<file path="src/rtl/dmem_uart_tx_if.sv">
// Data-memory bus seen by the UART transmitter: the core drives address, data and strobes,
// and the responder returns combinational read data and its address-decode hit.
interface dmem_uart_tx_if;
    logic [31:0] ADDRESS;
    logic [31:0] DATA_IN;
    logic        READ;
    logic        WRITE;
    logic [31:0] DATA_OUT;
    logic        HIT;

    modport master (output ADDRESS, DATA_IN, READ, WRITE, input DATA_OUT, HIT);
    modport slave  (input ADDRESS, DATA_IN, READ, WRITE, output DATA_OUT, HIT);
endinterface

</file>
<file path="src/rtl/dmem_uart_tx.sv">
// Memory-mapped 8N1 UART transmitter on the core's data-memory bus, with a TX FIFO,
// a programmable baud divider and combinational single-cycle reads.
module dmem_uart_tx #(
    parameter logic [31:0] BASE_ADDR   = 32'h0000_1000,
    parameter int          FIFO_DEPTH  = 8,
    parameter logic [15:0] DEFAULT_DIV = 16'd434
) (
    input  logic          CLK,
    input  logic          RESET,
    dmem_uart_tx_if.slave bus,
    output logic          TX
);
    localparam int AW = $clog2(FIFO_DEPTH);
    localparam int CW = AW + 1;

    typedef enum logic [1:0] {IDLE, START, DATA, STOP} state_t;

    state_t          state_q, state_d;
    logic [15:0]     cyc_q, cyc_d;
    logic [2:0]      bit_q, bit_d;
    logic            tx_q, tx_d;
    logic [AW-1:0]   wr_ptr_q, rd_ptr_q;
    logic [CW-1:0]   count_q;
    logic            ovf_q;
    logic [15:0]     baud_q;
    logic [15:0]     div_q;
    logic [7:0]      shift_q;
    logic [7:0]      mem_q [FIFO_DEPTH];

    logic            hit, wr_en, push_req, push, pop, full, empty, bit_end;
    logic [1:0]      sel;
    logic [31:0]     dout;
    logic            unused_bits;

    assign hit      = (bus.ADDRESS[31:4] == BASE_ADDR[31:4]);
    assign sel      = bus.ADDRESS[3:2];
    assign wr_en    = bus.WRITE && hit;
    assign full     = (count_q == CW'(FIFO_DEPTH));
    assign empty    = (count_q == '0);
    assign pop      = (state_q == IDLE) && !empty;
    assign push_req = wr_en && (sel == 2'd0);
    // A pop in the same cycle frees a slot, so a full FIFO still accepts the push.
    assign push     = push_req && (!full || pop);
    assign bit_end  = (cyc_q == div_q - 16'd1);

    assign bus.HIT      = hit;
    assign bus.DATA_OUT = dout;
    assign TX           = tx_q;
    assign unused_bits  = ^{bus.ADDRESS[1:0], bus.DATA_IN[31:16], BASE_ADDR[3:0]};

    always_comb begin
        dout = 32'h0;
        if (bus.READ && hit) begin
            case (sel)
                2'd1:    dout = {16'h0, 8'(count_q), 4'h0, ovf_q, empty, full, state_q != IDLE};
                2'd2:    dout = {16'h0, baud_q};
                default: dout = 32'h0;
            endcase
        end
    end

    // TX is registered from the current state, so the line lags the FSM by one cycle.
    always_comb begin
        state_d = state_q;
        cyc_d   = cyc_q;
        bit_d   = bit_q;
        tx_d    = 1'b1;
        case (state_q)
            IDLE: begin
                if (!empty) begin
                    state_d = START;
                    cyc_d   = 16'd0;
                end
            end
            START: begin
                tx_d = 1'b0;
                if (bit_end) begin
                    state_d = DATA;
                    cyc_d   = 16'd0;
                    bit_d   = 3'd0;
                end else begin
                    cyc_d = cyc_q + 16'd1;
                end
            end
            DATA: begin
                tx_d = shift_q[0];
                if (bit_end) begin
                    cyc_d = 16'd0;
                    if (bit_q == 3'd7) state_d = STOP;
                    else               bit_d   = bit_q + 3'd1;
                end else begin
                    cyc_d = cyc_q + 16'd1;
                end
            end
            STOP: begin
                if (bit_end) begin
                    state_d = IDLE;
                    cyc_d   = 16'd0;
                end else begin
                    cyc_d = cyc_q + 16'd1;
                end
            end
            default: state_d = IDLE;
        endcase
    end

    always_ff @(posedge CLK or posedge RESET) begin
        if (RESET) begin
            state_q  <= IDLE;
            cyc_q    <= 16'd0;
            bit_q    <= 3'd0;
            tx_q     <= 1'b1;
            wr_ptr_q <= '0;
            rd_ptr_q <= '0;
            count_q  <= '0;
            ovf_q    <= 1'b0;
            baud_q   <= DEFAULT_DIV;
        end else begin
            state_q <= state_d;
            cyc_q   <= cyc_d;
            bit_q   <= bit_d;
            tx_q    <= tx_d;
            if (push) wr_ptr_q <= wr_ptr_q + AW'(1);
            if (pop)  rd_ptr_q <= rd_ptr_q + AW'(1);
            case ({push, pop})
                2'b10:   count_q <= count_q + CW'(1);
                2'b01:   count_q <= count_q - CW'(1);
                default: count_q <= count_q;
            endcase
            if (push_req && full && !pop)    ovf_q <= 1'b1;
            else if (wr_en && sel == 2'd1)   ovf_q <= 1'b0;
            if (wr_en && sel == 2'd2)
                baud_q <= (bus.DATA_IN[15:0] == 16'd0) ? 16'd1 : bus.DATA_IN[15:0];
        end
    end

    // Datapath storage carries no reset; the control state above decides when it is valid.
    always_ff @(posedge CLK) begin
        if (push) mem_q[wr_ptr_q] <= bus.DATA_IN[7:0];
        if (pop) begin
            shift_q <= mem_q[rd_ptr_q];
            div_q   <= baud_q;
        end else if (state_q == DATA && bit_end) begin
            shift_q <= {1'b0, shift_q[7:1]};
        end
    end
endmodule

</file>
<file path="src/flat_wrapper.sv">
// flat-port wrapper written by rule: the top's interface ports become plain ports
module dmem_uart_tx_flat 
#(
    parameter logic [31:0] BASE_ADDR   = 32'h0000_1000,
    parameter int          FIFO_DEPTH  = 8,
    parameter logic [15:0] DEFAULT_DIV = 16'd434
)
  (CLK, RESET, TX, bus_ADDRESS, bus_DATA_IN, bus_READ, bus_WRITE, bus_DATA_OUT, bus_HIT);
  dmem_uart_tx_if bus_i ();
  input  logic CLK;
  input  logic RESET;
  output logic TX;
  input wire logic [$bits(bus_i.ADDRESS)-1:0] bus_ADDRESS;
  input wire logic [$bits(bus_i.DATA_IN)-1:0] bus_DATA_IN;
  input wire logic [$bits(bus_i.READ)-1:0] bus_READ;
  input wire logic [$bits(bus_i.WRITE)-1:0] bus_WRITE;
  output wire logic [$bits(bus_i.DATA_OUT)-1:0] bus_DATA_OUT;
  output wire logic [$bits(bus_i.HIT)-1:0] bus_HIT;
  assign bus_i.ADDRESS = bus_ADDRESS;
  assign bus_i.DATA_IN = bus_DATA_IN;
  assign bus_i.READ = bus_READ;
  assign bus_i.WRITE = bus_WRITE;
  assign bus_DATA_OUT = bus_i.DATA_OUT;
  assign bus_HIT = bus_i.HIT;
  dmem_uart_tx #(.BASE_ADDR(BASE_ADDR), .FIFO_DEPTH(FIFO_DEPTH), .DEFAULT_DIV(DEFAULT_DIV)) u_core (.CLK(CLK), .RESET(RESET), .bus(bus_i), .TX(TX));
endmodule
</file>
<file path="config.mk">
export PLATFORM = sky130hd
export DESIGN_NAME = dmem_uart_tx_flat
export DESIGN_NICKNAME = d
export VERILOG_FILES = /design/src/rtl/dmem_uart_tx_if.sv /design/src/rtl/dmem_uart_tx.sv /design/src/flat_wrapper.sv
export SDC_FILE = /design/constraint.sdc
export NUM_CORES = 1
export LEC_CHECK = 0
export ABC_CLOCK_PERIOD_IN_PS = 8400
export CAP_MARGIN = 25
export CORE_ASPECT_RATIO = 0.75
export CORE_UTILIZATION = 35
export DETAILED_ROUTE_END_ITERATION = 10
export PLACE_DENSITY = 0.56
export SYNTH_ARGS = -nofsm -noshare
export SYNTH_HDL_FRONTEND = slang
export SYNTH_SLANG_ARGS = --single-unit
</file>
<file path="constraint.sdc">
create_clock -name CLK -period 8.4 [get_ports CLK]
set_input_delay 1.68 -clock CLK [delete_from_list [all_inputs] [get_ports CLK]]
set_output_delay 1.68 -clock CLK [all_outputs]
set_load 0.1 [all_outputs]
</file>
==> results.md <==
- Outcome: completed
- Largest net degree at the start of global routing: 50
- Dominant synthesized flop cell: edfxtp_1
- P_sw: 0.337 mW
- Top cell type's share of synthesized area: 39.7%
- CP Capture Type: output port
- Nets: 661
- Num rows: 43
- CP arrival: 4.73 ns
- Reg clk slew, reported paths: 0.06 ns
- Gr usage total: 15.6%
- Ys async rst share: 35.8%
- First-pass GRT wire length: 22700 um
- Final wirelength: 14200 um
- Clk network pwr share: 47.2%
- Synth cell types: 62
- Post-layout util: 43.8%
- Core ar.: 18600 um^2
- Tmin final: 6.41 ns
- CTS tree: built
- Cts hold-fix bufs: 0
- Die ar.: 19600 um^2
- Max-Slew Margin vs Limit: 34.2%
- Multi-input logic area: 2570 um^2
- Final antenna diode count: 0
- RSZ-0062 raised after global routing: no
- Area grow syn2layout: 22.1%
- Adder-cell share of the synthesized area: 3.31%
- Simple-gate share of the synthesized area: 12.9%
- Synth top cells by count: edfxtp_1 (88), dfrtp_1 (43), nand2_1 (34)
- Yosys warns: 0
- Fillers: 1690
- Reg area: 3880 um^2
- Worst slew pin tran: 0.984 ns
- Cell taking the most area after synthesis: edfxtp_1
- DRC: 0
- CP max FO: 8
- Setup TNS: 0 ns
- PortBufs: 67
- Final GP Congestion: 0.819
- Post-detail-place hpwl: 10200 um
- Die W: 161 um
- CTS resizes: 0
- Vias in the first global route: 4215
- Post-synth EDFFs: 88
- Antenna violations before repair: 0
- Switching share of total power: 22.6%
- Post-Syn Area: 6660 um^2
- Hold Crit Class: reg2reg
- GR Overflow Total: 0
- Final setup viols: 0
- CP required: 6.72 ns
- DR iter-0 viols: 248
- Sequential share of power: 48.0%
- Post-synthesis compound-gate area fraction: 6.77%
- H-Tree Depth: 4
- Worst Skew: 0.0131 ns
- Startpoint types: primary input
- First drt pass iteration count: 4
- Root Buffer: clkbuf_16
- Post-synthesis xor/xnor area fraction: 3.68%
- Routed wire per std cell: 17.0 um
- Synthesized flop and latch total: 137
- PD cells: 184 nW/um^2
- CTS sink cnt: 137
- Synth area leaders: edfxtp_1 (40%), dfrtp_1 (16%), mux4_2 (5.4%)
- TritonCTS buffer count: 17
- Sequential area share after synthesis: 58.2%
- Post-DRT Antenna Nets: 0
- Logic pwr share: 4.8%
- Longest Clk Path Bufs: 2
- Via count: 4253
- Hold Vio Cnt, Final: 0
- CP Class: in2out
- Mux share of post-synthesis cell area: 11.0%
- Post-Syn Area per Cell: 13.3 um^2
- P_int: 1.16 mW
- Fin crit share: 76.3%
- Die height: 121 um
- Post-CTS Setup Inserts: 0
- Vias per Instance: 5.09
- Post-Syn Instances: 500
- Most numerous cell in the Yosys netlist: edfxtp_1
- Share of layout cells above drive strength 1: 15.6%
- Max frequency: 156 MHz
- Pins Over Slew Limit: 0
- Worst-Skew Late Latency: 0.42 ns
- P_leak: 3.19 nW
- Max VDD drop: 0.000150 V
- Initial core utilization: 35.9%
- Main combinational cell family by area after synthesis: simple AND/OR/NAND/NOR gates
- Maxcap violations: 0
- # IOs: 102
==> layout by cell type, fill, tap and decap left out, types with 3 or more instances in the layout <==
| master | n |
|---|---|
| edfxtp_1 | 88 |
| clkdlybuf4s50_1 | 67 |
| dfrtp_1 | 43 |
| nand2_1 | 34 |
| nor2_1 | 20 |
| mux2_2 | 19 |
| nor4_1 | 18 |
| xnor2_1 | 18 |
| inv_1 | 17 |
| clkbuf_16 | 17 |
| mux2i_1 | 16 |
| mux4_2 | 16 |
| ha_1 | 16 |
| conb_1 | 16 |
| nand3_1 | 14 |
| o21ai_0 | 13 |
| nor3_1 | 11 |
| a21oi_1 | 11 |
| nand2b_1 | 10 |
| xor2_1 | 10 |
| a31oi_1 | 10 |
| and2_1 | 9 |
| and3_1 | 9 |
| a22o_1 | 7 |
| a22oi_1 | 7 |
| dfstp_2 | 6 |
| buf_4 | 5 |
| inv_6 | 4 |
| nand4_1 | 3 |
| nor2b_1 | 3 |
| or2b_1 | 3 |
| clkinv_4 | 3 |
==> sequential cells by signal (all words and copies together) (netlist names) <==
signal / cells
u_core.TX: 1
u_core.mem_q: 64
u_core.bit_q: 3
u_core.ovf_q: 1
u_core.baud_q: 16
u_core.cyc_q: 16
u_core.state_q: 2
u_core.shift_q: 8
u_core.wr_ptr_q: 3
u_core.count_q: 4
u_core.rd_ptr_q: 3
u_core.div_q: 16
==> layer usage <==
layer / track usage, % / wire (um) / vias to the layer above
met5: 0 / 0 / -
met4: 5.72 / 191 / 0
met3: 3.52 / 663 / 14
met2: 23.5 / 6360 / 143
met1: 22.0 / 7000 / 2097
li1: - / - / 1999
==> worst paths after layout <==
path	endpoint	from	cells past startpoint	slack, ns
setup / recovery	bus_DATA_OUT[14]	bus_ADDRESS[5]	7	1.99
hold / removal	u_core.div_q[13]	u_core.baud_q[13]	0	0.47
setup reg to reg	u_core.count_q[3]	u_core.count_q[1]	10	4.98
hold reg to reg	u_core.div_q[13]	u_core.baud_q[13]	0	0.47
max in group asynchronous	u_core.cyc_q[10]	RESET	3	6.18
min in group asynchronous	u_core.baud_q[10]	RESET	3	1.75
==> cells by family after synthesis <==
family                     Yosys count
DFF                                137
muxes                               51
adders and majority gates           17
other                                1
and+or+nand+nor                    152
buffers and inverters               50
xor gates and xnor gates            28
AOI/OAI and AO/OA                   64
==> power groups by stage <==
stage          registers [mW]  clock network, mW  logic [mW]
2_1_floorplan           0.731                  0      0.0441
3_3_place_gp            0.731                  0      0.0717
3_5_place_dp            0.731                  0      0.0726
4_1_cts                 0.717              0.726      0.0728
5_1_grt                 0.717              0.749      0.0762
6_report                0.717              0.706      0.0718
==> area by class of cell <==
cell class                 count  share of cell area (%)
clock inverter                12                    1.43
sequential                   137                    47.7
clock buffer                  20                    5.50
tap                          247                    3.80
inverter                      18                   0.831
timing repair buffer          74                    9.11
multi-input combinational    328                    31.6
==> stage by stage <==
stage / worst slack (ns) / area [um^2] / hold slack, ns / total power [mW] / cells
after floorplan: 0.464 / 6710 / 0.429 / 0.775 / 515
after global placement: 1.99 / 7530 / 0.450 / 0.802 / 802
after detailed placement: 1.96 / 7560 / 0.457 / 0.803 / 804
after CTS: 1.94 / 8130 / 0.472 / 1.52 / 836
after global routing: 1.77 / 8130 / 0.484 / 1.54 / 836
final: 1.99 / 8130 / 0.466 / 1.50 / 836
==> critical path, stage by stage <==
cell and delay [ns]:
clkdlybuf4s50_1 0.42, nor4b_1 0.32, nand3_1 0.13, nor3_1 0.36, and3_1 0.45, and2_1 0.21, clkdlybuf4s50_1 1.13
Note: power is estimated with default switching activity, not from simulation.
